File: src/rtl/wb_write_queue.sv
// Writeback write queue: circular FIFO in front of the register file write port,
// with optional pending-write forwarding to the read ports (enabled by WBQ_BYPASS_EN).
module wb_write_queue #(
  parameter int DEPTH = 4
) (
  input  logic        Clk,
  input  logic        Reset,
  input  logic        InValid,
  output logic        InReady,
  input  logic [4:0]  InReg,
  input  logic [31:0] InData,
  input  logic        DrainEn,
  output logic        RegWrite,
  output logic [4:0]  WriteRegister,
  output logic [31:0] WriteData,
  input  logic [4:0]  ReadRegister1,
  input  logic [4:0]  ReadRegister2,
  output logic        Bypass1,
  output logic        Bypass2,
  output logic [31:0] BypassData1,
  output logic [31:0] BypassData2,
  output logic [$clog2(DEPTH):0] Count,
  output logic        Empty,
  output logic        Full
);

  localparam int PW = $clog2(DEPTH);
  localparam int CW = PW + 1;

  logic [4:0]    regMem  [DEPTH];
  logic [31:0]   dataMem [DEPTH];
  logic [PW-1:0] head;
  logic [PW-1:0] tail;
  logic [PW:0]   count;
  logic          doPush;
  logic          doPop;

  assign Count   = count;
  assign Empty   = (count == '0);
  assign Full    = (count == CW'(DEPTH));
  assign InReady = !Full && !Reset;

  // Writes to $0 complete the handshake but are dropped here
  assign doPush = InValid && InReady && (InReg != 5'd0);
  assign doPop  = !Empty && DrainEn;

  always_ff @(posedge Clk) begin
    if (doPush) begin
      regMem[tail]  <= InReg;
      dataMem[tail] <= InData;
    end
  end

  always_ff @(posedge Clk) begin
    if (Reset) begin
      head          <= '0;
      tail          <= '0;
      count         <= '0;
      RegWrite      <= 1'b0;
      WriteRegister <= 5'd0;
      WriteData     <= 32'd0;
    end else begin
      if (doPush) begin
        tail <= tail + 1'b1;
      end
      if (doPop) begin
        head          <= head + 1'b1;
        WriteRegister <= regMem[head];
        WriteData     <= dataMem[head];
      end
      RegWrite <= doPop;
      count    <= count + CW'(doPush) - CW'(doPop);
    end
  end

`ifdef WBQ_BYPASS_EN
  // Scan oldest to newest so the last match (closest to tail) wins over the output stage
  function automatic logic [32:0] lookup(input logic [4:0] rr);
    logic [32:0]   r;
    logic [PW-1:0] idx;
    r = '0;
    if (rr != 5'd0) begin
      if (RegWrite && (WriteRegister == rr)) r = {1'b1, WriteData};
      for (int i = 0; i < DEPTH; i++) begin
        idx = head + PW'(i);
        if ((CW'(i) < count) && (regMem[idx] == rr)) r = {1'b1, dataMem[idx]};
      end
    end
    return r;
  endfunction

  always_comb begin
    {Bypass1, BypassData1} = lookup(ReadRegister1);
    {Bypass2, BypassData2} = lookup(ReadRegister2);
  end
`else
  logic unusedReads;
  assign unusedReads = ^{ReadRegister1, ReadRegister2};
  assign Bypass1     = 1'b0;
  assign Bypass2     = 1'b0;
  assign BypassData1 = 32'd0;
  assign BypassData2 = 32'd0;
`endif

endmodule

File: config.mk
export PLATFORM = sky130hd
export DESIGN_NAME = wb_write_queue
export DESIGN_NICKNAME = d
export VERILOG_FILES = /design/src/rtl/wb_write_queue.sv
export SDC_FILE = /design/constraint.sdc
export NUM_CORES = 1
export LEC_CHECK = 0
export CAP_MARGIN = 20
export CORE_MARGIN = 8
export CORE_UTILIZATION = 43
export DETAILED_ROUTE_END_ITERATION = 6
export PLACE_DENSITY_LB_ADDON = 0.15
export SLEW_MARGIN = 10
export SYNTH_ARGS = -nofsm -noshare
export SYNTH_HDL_FRONTEND = slang
export SYNTH_SLANG_ARGS = --single-unit
File: constraint.sdc
create_clock -name Clk -period 2.9 [get_ports Clk]
set_input_delay 0.58 -clock Clk [delete_from_list [all_inputs] [get_ports Clk]]
set_output_delay 0.58 -clock Clk [all_outputs]
set_load 0.1 [all_outputs]
-- Yosys cells after proc, flatten, opt, wreduce, memory -nomap -nowiden
Memory sizes are Yosys's and may differ from the RTL's. A register that Yosys moved wholly into a read port is not among the register bits.
Cells that the tools add are included.
- $add $sub $neg: 4
- eq/ne operators: 1
- muxes and demuxes: 2
- reductions and logical operators: 9
- operators by type and width (operator ; count):
    nonzero test 5 bit ; 1
    adder 2 x 1 -> 2 bit, second input constant ; 2
    logical AND 1 bit ; 4
    adder 3 x 1 -> 3 bit ; 1
    == test 3 bit, second input constant ; 1
    logical NOT 1 bit ; 3
    logical NOT 3 bit ; 1
    subtractor 3 x 1 -> 3 bit ; 1
    2-to-1 mux 1 bit ; 2
- register bits after elaboration: 8
- memory bits (writable): 148
- input port bits: 51
- word-level logic and storage cells: 22
- memories kept: 2
- memory list (name ; depth ; width ; read ports ; clocked after Yosys merged registers in ; write ports ; RTL line ; text):
    dataMem ; 4 ; 32 ; 1 ; 1 ; 1 ; 31 ; logic [31:0] dataMem [DEPTH];
    regMem ; 4 ; 5 ; 1 ; 1 ; 1 ; 30 ; logic [4:0] regMem [DEPTH];

-- Depth between registers and ports, before layout
Gate-level depths: netlist of the first run.
- depth in word-level cells: 7
- gate-level depth with buffers: 11
- mapped depth without buffers: 11

-- Worst setup path before layout of the first run
Ideal clock, no wire load.
- path kind: reg2out
- start: register count[2] (netlist: Count[2])
- end: output port InReady
- data arrival time: 4861 ps
- data required time: 2320 ps
- path slack: -2541 ps
- cell stages (with the launch flop): 3
- path buffers: 0
- cells stage by stage: dfxtp_1 > nor3b_1 > nor2_1
- word-level cells in the longest chain between the ends: 3
- ends and longest elaborated chain (item ; RTL line ; text):
    start: declaration ; 34 ; logic [PW:0] count;
    start signal: assignment ; 72 ; count <= count + CW'(doPush) - CW'(doPop);
    == test 3 bit ; 40 ; assign Full = (count == CW'(DEPTH));
    via Full ; 24 ; output logic Full
    logical NOT 1 bit ; 41 ; assign InReady = !Full && !Reset;
    logical AND 1 bit ; 41 ;
    end: declaration ; 9 ; output logic InReady,
The timed path passes the listed nets, and every way through them passes these cells.

-- Final worst setup path of the first run
- start: input port InReg[2]
- end: register count[2] (netlist: Count[2])
- word-level cells in the longest chain between the ends: 4
- ends and longest elaborated chain (item ; RTL line ; text):
    start: declaration ; 10 ; input logic [4:0] InReg,
    nonzero test 5 bit ; 44 ; assign doPush = InValid && InReady && (InReg != 5'd0);
    logical AND 1 bit ; 44 ;
    adder 3 x 1 -> 3 bit ; 72 ;
    subtractor 3 x 1 -> 3 bit ; 72 ;
Every way passes these cells.
A chain may end at the register's enable or synchronous reset.

==> flow_metrics.py, run 1 <==
metrics = {
    "cts": {
        "cts_max_path_buffers": 2,
        "hold_buffers": 0,
        "cts.sinks": 193,
        "post_cts_buffers": 0,
        "cts-buffers-inserted": 17,
        "htree_levels": 4,
        "clockRootBuffer": "clkbuf_16",
        "ctsResizeCount": 0,
        "clkLatencyLatePin_ns": 0.42,
        "clkTransAtPathRegs_ns": 0.07,
        "tritoncts": "yes",
    },
    "cells_and_area": {
        "syn_to_final_growth_pct": 20.4,
        "layoutNonFillerInstCount": 738,
        "diodes": 0,
        "layout-drive-gt1-share": 0.298,
        "final_nets": 558,
    },
    "power_and_ir_drop": {
        "p_int_uw": 5440,
        "p_sw_frac": 0.385,
        "p_switching_uw": 3400,
        "clkPwrFrac": 0.258,
        "leakagePower_uw": 0.00320,
        "combPwrFrac": 0.343,
        "seq_power_share": 0.399,
        "vdd_drop_max_mv": 1.01,
        "power_density_mw_per_mm2": 987,
        "fin_total_pwr_uw": 8830,
    },
    "yosys": {
        "ys.warnings.count": 0,
        "synth-seq-cells": 193,
        "synth.area.top_cells": "edfxtp_1, dfxtp_1, mux4_2",
        "synth_area_per_cell_um2": 18.9,
        "netlist_top_cells_count": "edfxtp_1, buf_4, dfxtp_1, a22o_1, mux4_2",
        "yosysSeqAreaShare": 0.719,
        "synth_edf_count": 148,
        "synth_ff_type": "edfxtp_1",
        "synth_top_area_cell": "edfxtp_1",
        "syn_inst": 393,
        "ys_async_sr_fraction": 0,
        "syn_area_mm2": 0.00743,
        "ys_types": 30,
        "synth.top_cell.area_share": 0.598,
        "synth.most_common_cell": "edfxtp_1",
    },
    "worst_hold_path": {
        "min_to": "WriteData[21]",
        "hold_path.startpoint": "WriteData[21]",
        "holdPathStages": 1,
        "hold_path_class": "register to register",
    },
    "critical_path": {
        "worst-setup-path-type": "input pin to register",
        "end_kind": "register",
        "r2r_end": "Count[2]",
        "critical_path.max_fanout": 5,
        "cp.required_ns": 3.21,
        "r2r_cells": 11,
        "r2r_slack_ns": 0.61,
        "arrival_ns": 2.68,
        "rr_startpoint": "Count[2]",
        "worstSetupStartpointType": "input pin",
    },
    "floorplan": {
        "die_x_um": 147,
        "ios": 161,
        "core_mm2": 0.0171,
        "die_h_um": 147,
        "die_area_mm2": 0.0218,
        "initial_core_util": 0.434,
        "rows": 48,
    },
    "route": {
        "num_vias": 3543,
        "drt_first_pass_iters": 6,
        "drc_errors": 0,
        "vias_per_cell": 4.80,
        "wl_per_cell_um": 18.7,
        "antenna_left": 0,
        "drt_iter0_drc": 256,
        "routed_wirelength_um": 13800,
    },
    "timing": {
        "final-setup-viol-count": 0,
        "grt_setup_unrepaired": "false",
        "worst_pin_slew_ns": 0.634,
        "slew_headroom": 0.576,
        "finalMaxSlewViolations": 0,
        "finalHoldViolations": 0,
        "setup_slack_ns": 0.534,
        "fin_crit_sh": 0.816,
        "fin_skew_ns": 0.0101,
        "max_freq_mhz": 423,
        "min_period_ns": 2.37,
    },
    "grt": {
        "grt_pass1_vias": 3725,
        "grt_max_degree": 38,
        "grtUsageTotal": 0.128,
        "antenna_found_initial": 1,
        "grt_overflow": 0,
        "grt_pass1_wl_um": 20700,
    },
    "place": {
        "portBuffers": 84,
        "place_congestion": 0.675,
        "place_ws_ns": 0.0564,
        "dp_cells": 705,
        "dp_hpwl_um": 8820,
    },
    "run_status": {
        "status": "complete, no violations",
    },
    "flow_run": {
        "drv_cap": 0,
    },
}
## kinds of logic (layout without fill, tap and decap cells)
kind of cell / Yosys count / in the layout / share of synthesized area
AOI/OAI and AO/OA: 40 / 40 / 0.0483
xor gates and xnor gates: 4 / 4 / 0.00471
adders and majority gates: 7 / 7 / 0.0128
buffers and inverters: 88 / 143 / 0.0836
DFF: 193 / 193 / 0.719
muxes: 37 / 37 / 0.112
other: 1 / 66 / 0.000504
and+or+nand+nor: 23 / 23 / 0.0190
## worst max path at each step
stage | start | end | slack (ns) | cells after the start
after floorplan | Count[2] | Count[2] | -0.16 | 11
after global placement | InReg[2] | Count[2] | 0.1 | 12
after detailed placement | InReg[2] | Count[2] | 0.06 | 12
after CTS | InReg[2] | Count[2] | 0.50 | 12
after global routing | InReg[2] | Count[2] | 0.39 | 12
final | InReg[2] | Count[2] | 0.53 | 12
## routing by layer
metal,vias to the layer above,GRT usage,share of wire
met1,1786,0.146,0.40
li1,1612,-,-
met5,-,0,0.00094
met2,125,0.218,0.51
met4,2,0.0398,0.0088
met3,18,0.0486,0.077
## worst max-delay path, stage by stage
cell and delay, ns:
clkdlybuf4s50_1 0.53, nor2_1 0.07, nand2_1 0.11, and2_4 0.17
inv_2 0.03, ha_1 0.26, inv_1 0.04, ha_2 0.17
fa_2 0.37, xnor2_2 0.16, xnor2_1 0.13, nor2_1 0.06
## cell type report
| class | count | area, um2 |
|---|---|---|
| Fill cell | 1434 | 8170 |
| Sequential cell | 193 | 5360 |
| Multi-Input combinational cell | 177 | 1750 |
| Timing Repair Buffer | 105 | 958 |
| Clock buffer | 18 | 429 |
| Tap cell | 225 | 282 |
| Clock inverter | 14 | 153 |
| Inverter | 6 | 22.5 |
## registers in the layout (all words and copies together) (netlist names)
name           count
dataMem          128
WriteRegister      5
RegWrite           1
regMem            20
WriteData         32
Count              3
head               2
tail               2
## cell usage in the layout, fill, tap and decap left out, types with 4 or more instances in the layout
cell / instances
edfxtp_1: 148
conb_1: 66
buf_4: 60
dfxtp_1: 40
clkdlybuf4s50_1: 40
mux4_2: 37
a22o_1: 37
clkbuf_16: 17
inv_1: 5
nor2_1: 5
ha_1: 5
clkinvlp_4: 5
and3_2: 4
buf_12: 4
## stage by stage
step / hold slack, ns / area (um2) / utilization / setup TNS, ns
floorplan: 0.476 / 7720 / - / -0.324
CTS: 0.485 / 8920 / 0.521 / 0
global placement: 0.465 / 8340 / 0.487 / 0
finish: 0.480 / 8950 / 0.523 / 0
global route: 0.497 / 8950 / 0.523 / 0
detailed placement: 0.465 / 8340 / 0.487 / 0
## power by group through the flow
stage	sequential, uW	combinational [uW]	clock (uW)
floorplan	4560	1520	0
global placement	3590	3020	0
detailed placement	3600	3040	0
CTS	3540	3050	2330
global route	3570	3170	2440
finish	3520	3030	2280
No activity file was read; power rests on OpenSTA's default activity.
==> run 2: changes to the inputs <==
==> constraint.sdc (replaced) <==
create_clock -name Clk -period 2.4 [get_ports Clk]
set_input_delay 0.48 -clock Clk [delete_from_list [all_inputs] [get_ports Clk]]
set_output_delay 0.48 -clock Clk [all_outputs]
set_load 0.1 [all_outputs]
==> flow_metrics.py, run 2 (synthesis results as in run 1) <==
metrics = {
    "run_status": {
        "status": "complete, no violations",
    },
    "grt": {
        "antenna_found_initial": 0,
        "grtUsageTotal": 0.132,
        "grt_pass1_vias": 3835,
        "grt_max_degree": 38,
        "grt_overflow": 0,
        "grt_pass1_wl_um": 21600,
    },
    "cells_and_area": {
        "syn_to_final_growth_pct": 21.8,
        "layout_common_cells": "edfxtp_1, conb_1, buf_4, dfxtp_1, clkdlybuf4s50_1",
        "final_nets": 562,
        "layout-drive-gt1-share": 0.300,
        "largest_reg_flops": 128,
        "regMostFlops": "dataMem",
        "layoutNonFillerInstCount": 742,
        "diodes": 0,
        "final_common_cell": "edfxtp_1",
        "top_regs": "dataMem (128), WriteData (32), regMem (20)",
    },
    "floorplan": {
        "initial_core_util": 0.434,
        "rows": 48,
        "die_h_um": 147,
        "core_mm2": 0.0171,
        "die_x_um": 147,
        "ios": 161,
        "die_area_mm2": 0.0218,
    },
    "timing": {
        "worst_pin_slew_ns": 0.587,
        "slew_headroom": 0.608,
        "hold_ws_ns": 0.465,
        "finalHoldViolations": 0,
        "grt_setup_unrepaired": "false",
        "max_freq_mhz": 436,
        "min_period_ns": 2.29,
        "fin_skew_ns": 0.00686,
        "finalMaxSlewViolations": 0,
        "final-setup-viol-count": 0,
        "fin_crit_sh": 0.955,
    },
    "critical_path": {
        "r2r_cells": 11,
        "critical_path.max_fanout": 2,
        "arrival_ns": 2.61,
        "cp.required_ns": 2.72,
        "worst-setup-path-type": "input pin to register",
        "r2r_end": "Count[2]",
        "r2r_slack_ns": 0.13,
        "worstSetupStartpointType": "input pin",
        "end_kind": "register",
        "rr_startpoint": "Count[2]",
    },
    "cts": {
        "hold_buffers": 0,
        "htree_levels": 4,
        "post_cts_buffers": 0,
        "clkTransAtPathRegs_ns": 0.07,
        "clkLatencyLatePin_ns": 0.42,
        "clockRootBuffer": "clkbuf_16",
        "cts-buffers-inserted": 17,
        "cts_max_path_buffers": 2,
        "cts.sinks": 193,
        "tritoncts": "yes",
    },
    "worst_hold_path": {
        "hold_path.startpoint": "InReg[0]",
        "holdPathStages": 1,
        "min_to": "regMem[2][0]",
        "hold_path_class": "input pin to register",
    },
    "route": {
        "wl_met3_um": 1010,
        "antenna_left": 0,
        "drt_iter0_drc": 143,
        "dr_wl_met2_um": 7060,
        "wl_per_cell_um": 18.9,
        "highest_layer": "met4",
        "vias_per_cell": 4.87,
        "drc_errors": 0,
        "num_vias": 3613,
        "m1WireLength_um": 5830,
        "drt_first_pass_iters": 5,
        "routed_wirelength_um": 14100,
    },
    "power_and_ir_drop": {
        "power_density_mw_per_mm2": 1210,
        "fin_total_pwr_uw": 10900,
        "leakagePower_uw": 0.00326,
        "vdd_drop_max_mv": 0.608,
    },
    "place": {
        "dp_hpwl_um": 8780,
        "portBuffers": 84,
        "place_congestion": 0.690,
        "dp_cells": 709,
    },
    "flow_run": {
        "drv_cap": 0,
    },
}
## run 2: cell count changes in the layout (fill, tap and decap cells not counted), sizes merged
cell and change:
clkdlybuf4s50 -1, dlygate4sd2 +1, buf +4, clkinvlp -3, clkbuf +4, bufinv +2, inv -3
## run 2: cell type report
type	count	area, um2
Fill cell	1387	8060
Sequential cell	193	5360
Multi-Input combinational cell	177	1750
Timing Repair Buffer	109	1020
Clock buffer	22	464
Tap cell	225	282
Clock inverter	10	158
Inverter	6	22.5
## run 2: routing by layer
layer,GRT usage,vias to the layer above
met2,0.219,128
met4,0.0520,0
li1,-,1621
met5,0,-
met1,0.156,1851
met3,0.0425,13
## run 2: worst max-delay path: stages
cell and delay [ns]:
clkdlybuf4s50_1 0.43, nor3b_2 0.30, and2_4 0.20, inv_2 0.03, ha_1 0.25, inv_1 0.04
ha_2 0.17, fa_2 0.35, xnor2_2 0.15, xnor2_1 0.14, nor2_1 0.06
## run 2: through the flow
step	TNS (ns)	setup WS, ns	util	instance area (um2)
after CTS	0	0.0500	0.527	9030
after global placement	-0.654	-0.375	0.491	8410
final	0	0.107	0.529	9050
after global routing	0	0.0199	0.529	9050
after detailed placement	-1.25	-0.464	0.491	8410
after floorplan	-20.05	-0.663	-	7720
## run 2: worst max path at each step
stage,slack [ns],endpoint,cells past startpoint,start
after floorplan,-0.66,Count[2],11,Count[2]
final,0.11,Count[2],11,Reset
after global routing,0.02,Count[2],13,InReg[1]
after global placement,-0.37,Count[2],13,InReg[0]
after detailed placement,-0.46,Count[2],13,InReg[0]
after CTS,0.05,Count[2],11,Count[2]
## run 2: where the power goes
| part | internal [uW] | total, uW | switching (uW) |
|---|---|---|---|
| Clock | 1800 | 2950 | 1150 |
| Combinational | 1110 | 3830 | 2730 |
| Sequential | 3970 | 4170 | 199 |
| Total | 6870 | 10900 | 4080 |
## run 2: timing repair
item,CTS,global route
endpoints found under the setup margin,1,1
resized for setup,1,0
endpoints found under the hold margin,0,0
pin swaps,0,3
